`src/rtl/shift_deserializer.sv`:
```
// Purpose: multi-lane serial-to-parallel receiver; DEPTH bits per lane form one frame on po.
// Latency: pv/po are valid right after the edge that samples the DEPTH-th bit of a frame.
// Backpressure: po is held while pv=1 and rd=0; a frame completing then is dropped and ovf is set.
//
// Ports:
//   clk  - rising-edge clock
//   rst  - asynchronous active-high reset
//   si   - serial input, bit L belongs to lane L
//   shn  - shift enable, si sampled when 1
//   clr  - synchronous abort of the partial frame (wins over shn)
//   rd   - consumer acknowledge of the frame on po
//   po   - assembled frame, lane L at po[L*DEPTH +: DEPTH]
//   pv   - po holds an unconsumed frame
//   ovf  - sticky, a completed frame was dropped
//   cnt  - bits collected in the current partial frame
module shift_deserializer #(
    parameter int LANES = 4,
    parameter int DEPTH = 4,
    parameter int CW    = 3
) (
    input  logic                   clk,
    input  logic                   rst,
    input  logic [LANES-1:0]       si,
    input  logic                   shn,
    input  logic                   clr,
    input  logic                   rd,
    output logic [LANES*DEPTH-1:0] po,
    output logic                   pv,
    output logic                   ovf,
    output logic [CW-1:0]          cnt
);

    typedef enum logic {
        IDLE    = 1'b0,
        COLLECT = 1'b1
    } state_t;

    state_t state, state_nxt;

    // Only DEPTH-1 bits need to be stored per lane: the last bit of a frame
    // is taken straight from si on the completing edge.
    logic [LANES-1:0][DEPTH-2:0] sr;
    logic [LANES-1:0][DEPTH-1:0] shifted;

    logic sample;
    logic complete;
    logic accept;

    always_comb begin
        for (int l = 0; l < LANES; l++) begin
            shifted[l] = {sr[l], si[l]};
        end
    end

    assign sample   = shn && !clr;
    assign complete = sample && (state == COLLECT) && (cnt == CW'(DEPTH - 1));
    // The output slot is free if empty or being consumed on this same edge.
    assign accept   = complete && (!pv || rd);

    always_ff @(posedge clk or posedge rst) begin
        if (rst) begin
            state <= IDLE;
        end else begin
            state <= state_nxt;
        end
    end

    always_comb begin
        state_nxt = state;
        case (state)
            IDLE: begin
                if (sample) begin
                    state_nxt = COLLECT;
                end
            end
            COLLECT: begin
                if (clr || complete) begin
                    state_nxt = IDLE;
                end
            end
            default: state_nxt = IDLE;
        endcase
    end

    always_ff @(posedge clk or posedge rst) begin
        if (rst) begin
            sr  <= '0;
            cnt <= '0;
            po  <= '0;
            pv  <= 1'b0;
            ovf <= 1'b0;
        end else begin
            if (clr || complete) begin
                sr  <= '0;
                cnt <= '0;
            end else if (shn) begin
                for (int l = 0; l < LANES; l++) begin
                    sr[l] <= shifted[l][DEPTH-2:0];
                end
                cnt <= cnt + CW'(1);
            end

            if (accept) begin
                po <= shifted;
                pv <= 1'b1;
            end else if (complete) begin
                // Slot occupied and not acknowledged: drop the new frame.
                ovf <= 1'b1;
            end else if (pv && rd) begin
                pv <= 1'b0;
            end
        end
    end

endmodule

```
`config.mk`:
```
export PLATFORM = sky130hd
export DESIGN_NAME = shift_deserializer
export DESIGN_NICKNAME = d
export VERILOG_FILES = /design/src/rtl/shift_deserializer.sv
export SDC_FILE = /design/constraint.sdc
export NUM_CORES = 1
export LEC_CHECK = 0
export CAP_MARGIN = 20
export CORE_UTILIZATION = 25
export DETAILED_ROUTE_END_ITERATION = 8
export SLEW_MARGIN = 20
export SYNTH_ARGS = -nofsm -noshare
export SYNTH_HDL_FRONTEND = slang
export SYNTH_SLANG_ARGS = --single-unit
export TNS_END_PERCENT = 50
```
`constraint.sdc`:
```
create_clock -name clk -period 2.1 [get_ports clk]
set_input_delay 0.42 -clock clk [delete_from_list [all_inputs] [get_ports clk]]
set_output_delay 0.42 -clock clk [all_outputs]
set_load 0.01 [all_outputs]
```
**After elaboration in Yosys (flattened, before gate mapping)**

Cells that the tools add are included.

- Register bits: 34
- Latch bits: 0
- Memory bits (writable): 0
- Bits in read-only memories: 0
- Output and inout port bits: 21
- Memories kept: 0

- Add/sub/neg operators: 1
- Multiply operators: 0
- Divide/modulo/power cells: 0
- $lt $le $gt $ge: 0
- Equal/unequal tests: 2
- Shift-type cells: 0
- Muxes and demuxes: 10
- Bitwise gates (word level): 2
- Reduce and logical (&&, ||, !) cells: 13

Operator list:

| cell | number |
|---|---|
| $mux 12 | 2 |
| $mux 3 | 2 |
| $logic_and 1x1->1 | 5 |
| $mux 1 | 5 |
| $reduce_and 2->1 | 2 |
| $reduce_bool 2->1 | 2 |
| $add 3x1->3 const B | 1 |
| $eq 3x2->1 const B | 1 |
| $logic_not 1->1 | 2 |
| $logic_or 1x1->1 | 2 |
| $ne 2x1->1 const B | 1 |
| $not 1->1 | 2 |
| $pmux 1 s2 | 1 |

**Depth between registers and ports, before layout**

- Word-level depth: 7
- Mapped depth: 7
- Depth with buffers taken out: 5

**Worst setup path after synthesis**

No wires, ideal clock.

- Kind: register to register
- From: register cnt[0]
- To: register po[10]
- Library setup time: 125 ps
- Arrival time: 1592 ps
- Path slack: 383 ps
- Stages on the path, launching flop included: 8
- Path buffers: 2
- Period minus slack after synthesis: 1717 ps
- Cells stage by stage: dfrtp_1 -> ha_1 -> ha_1 -> nand4b_1 -> nor2b_1 -> buf_4 -> buf_12 -> mux2_4

- Word-level cells in the longest chain between the ends: 3

RTL lines:

| item | RTL line | RTL |
|---|---|---|
| from (decl) | 30 | `output logic [CW-1:0] cnt` |
| from (signal assigned) | 100 | `cnt <= cnt + CW'(1);` |
| $eq 3x2->1 | 56 | `assign complete = sample && (state == COLLECT) && (cnt == CW'(DEPTH - 1));` |
| $logic_and 1x1->1 | 56 |  |
| $logic_and 1x1->1 | 58 | `assign accept = complete && (!pv \|\| rd);` |
| to (signal assigned) | 104 | `po <= shifted;` |
| to (decl) | 27 | `output logic [LANES*DEPTH-1:0] po,` |

No other way between the ends.
A chain may end at the register's enable or synchronous reset.

**Worst setup path in the final report**

- From: register cnt[0]
- To: register po[1]

The elaborated chain is that of the path after synthesis.

==> results.sh <==
export IMPL_status="finished, final reports clean"
export IMPL_yosys_warnings=0
export IMPL_die_area_mm2=0.00566
export IMPL_hold_ws_ns=0.486
export IMPL_io_buffers=29
export IMPL_drcViolationCount=0
export IMPL_area_growth_pct=36.5
export IMPL_fin_ws_ns=0.248
export IMPL_cts_resized=0
export IMPL_clk_pin_slew_ns=0.07
export IMPL_finClkSkew_ns=0.00274
export IMPL_place_congestion=0.681
export IMPL_ios=30
export IMPL_period_minus_slack_ns=1.85
export IMPL_numCtsBuffers=5
export IMPL_fin_nets=131
export IMPL_worstSetupStartpointType="flip-flop"
export IMPL_drive_gt1_frac=0.248
export IMPL_synth_top_area_cell="dfrtp_1"
export IMPL_vias_per_cell=4.21
export IMPL_crit_type="flip-flop to flip-flop"
export IMPL_cts_sinks=34
export IMPL_switchingPower_uw=280
export IMPL_fin_crit_sh=0.882
export IMPL_max_vdd_ir_drop_uv=289
export IMPL_dr_first_iter_drc_count=37
export IMPL_rsz0062_at_grt="no"
export IMPL_yosysMostFrequentCell="dfrtp_1"
export IMPL_fmax_ghz=0.540
export IMPL_cp_end_kind="flip-flop"
export IMPL_worst_slew_pin_slew_ns=0.935
export IMPL_avgSynthCellArea_um2=15.8
export IMPL_hold_class="flip-flop to flip-flop"
export IMPL_grt_antenna_before_repair=0
export IMPL_rr_worst_depth=6
export IMPL_clock_latency_ns=0.27
export IMPL_netlist_area_mm2=0.00134
export IMPL_async_flop_share=1.00
export IMPL_dp_hpwl_mm=1.68
export IMPL_arrival_ns=2.01
export IMPL_track_usage=0.103
export IMPL_syn_num_nets=96
export IMPL_synth_area_leaders="dfrtp_1, mux2_4, a22o_1"
export IMPL_slew_headroom=0.374
export IMPL_ant_nets=0
export IMPL_hold_violations=0
export IMPL_setup_viol=0
export IMPL_p_int_uw=1070
export IMPL_pwr_share_clk=0.409
export IMPL_routed_wl_mm=2.41
export IMPL_row_count=26
export IMPL_die_y_um=75.2
export IMPL_die_w_um=75.2
export IMPL_cts_setup_buffers=0
export IMPL_swShare=0.208
export IMPL_endpoint="po[1]"
export IMPL_synth_seq_cells=34
export IMPL_cp_required_ns=2.26
export IMPL_core_area_mm2=0.00514
export IMPL_critical_path_reg2reg_endpoint="po[1]"
export IMPL_slew_viol_final=0
export IMPL_cts_hold_repair_buffers=0
export IMPL_antennaDiodeCount=0
export IMPL_dr_pass1_iters=4
export IMPL_synth_ff_type="dfrtp_1"
export IMPL_power_density_mw_per_mm2=735
export IMPL_synth_distinct_cells=19
export IMPL_overflow=0
export IMPL_initial_core_util=0.261
export IMPL_grt_start_max_net_pins=35
export IMPL_tns_ns=0
export IMPL_max_cap_violations=0
export IMPL_grt_pass1_vias=868
export IMPL_pwr_share_comb=0.076
export IMPL_ys_seq_area_frac=0.634
export IMPL_startpoint="cnt[0]"
export IMPL_dp_slack_ns=0.0531
export IMPL_seq_power_share=0.515
export IMPL_grt_pass1_wl_mm=4.22
export IMPL_wl_per_cell_um=12.6
export IMPL_netlist_area_leader_share=0.634
export IMPL_r2r_slack_ns=0.25
export IMPL_vias=804
export IMPL_cts_htree_levels=2
export IMPL_synth_edf_count=0
export IMPL_total_leakage_power_uw=0.000853
export IMPL_cts_tree="yes"
export IMPL_cts_buffer_depth=2
export IMPL_syn_inst=85
export IMPL_clock_root_buffer="clkbuf_8"
export IMPL_rr_startpoint="cnt[0]"
export IMPL_synth_commonest_cells="dfrtp_1, a22o_1, mux2_4"
export IMPL_cp_max_fo=16
## logic make-up after synthesis
family / Yosys count / synth area share
fa+ha+maj: 2 / 0.0187
simple gates: 7 / 0.0280
compound gates: 17 / 0.110
buf+inv: 8 / 0.0382
flops: 34 / 0.634
mux: 17 / 0.171
## flip-flops by register name, indices dropped and copies added, names as in the netlist
signal   count
cnt          3
pv           1
po          16
shifted     12
state        1
ovf          1
## power groups by stage
stage	Combinational (uW)	Clock [uW]	Sequential [uW]
after global placement	102	0	704
after global routing	114	604	696
after detailed placement	105	0	705
after CTS	105	570	693
final	103	550	692
after floorplan	44.9	0	707
## final cells by class
cell class	instances	area, um2
well taps	70	87.6
multi-input cells	43	442
fillers	533	3310
inverters	4	15.0
clock buffers	8	110
repair buffers	32	325
flip-flops and latches	34	851
## critical path: stages, from the launching register on
cell and delay [ns]:
dfrtp_1 0.39, ha_1 0.18, ha_1 0.22, nand4b_1 0.20
nor2b_2 0.20, buf_12 0.18, mux2_2 0.34
## metal layers
layer	global-route usage	vias up	share of wire
met1	0.137	403	0.47
met2	0.152	24	0.46
met4	0.0370	0	0.0066
li1	-	375	-
met5	0	-	0
met3	0.0402	2	0.058
## metrics by stage
stage / total power [uW] / utilization / area [um2] / std cells
3_5_place_dp: 810 / 0.335 / 1720 / 183
6_report: 1350 / 0.356 / 1830 / 191
4_1_cts: 1370 / 0.356 / 1830 / 191
2_1_floorplan: 752 / - / 1340 / 85
5_1_grt: 1410 / 0.356 / 1830 / 191
3_3_place_gp: 806 / 0.335 / 1720 / 183
## worst min-delay path by stage
stage	depth (start not counted)	start	to	slack, ns
2_1_floorplan	1	shifted[11]	shifted[11]	0.47
3_3_place_gp	1	ovf	ovf	0.46
3_5_place_dp	1	ovf	ovf	0.47
4_1_cts	1	ovf	ovf	0.50
5_1_grt	1	po[8]	po[8]	0.52
6_report	1	ovf	ovf	0.49
## layout by cell type, fill, tap and decap left out
| master | n |
|---|---|
| a211oi_2 | 1 |
| a22o_1 | 14 |
| inv_1 | 4 |
| mux2_4 | 10 |
| nand2_1 | 1 |
| o21bai_1 | 1 |
| mux2_2 | 7 |
| nand3_1 | 1 |
| dfrtp_1 | 34 |
| clkdlybuf4s50_1 | 29 |
| nor2b_2 | 1 |
| nand2b_1 | 1 |
| o21ai_0 | 1 |
| ha_1 | 2 |
| nor2_1 | 2 |
| buf_12 | 1 |
| buf_4 | 2 |
| clkbuf_8 | 8 |
| nand4b_1 | 1 |
(Power assumes the default switching activity.)
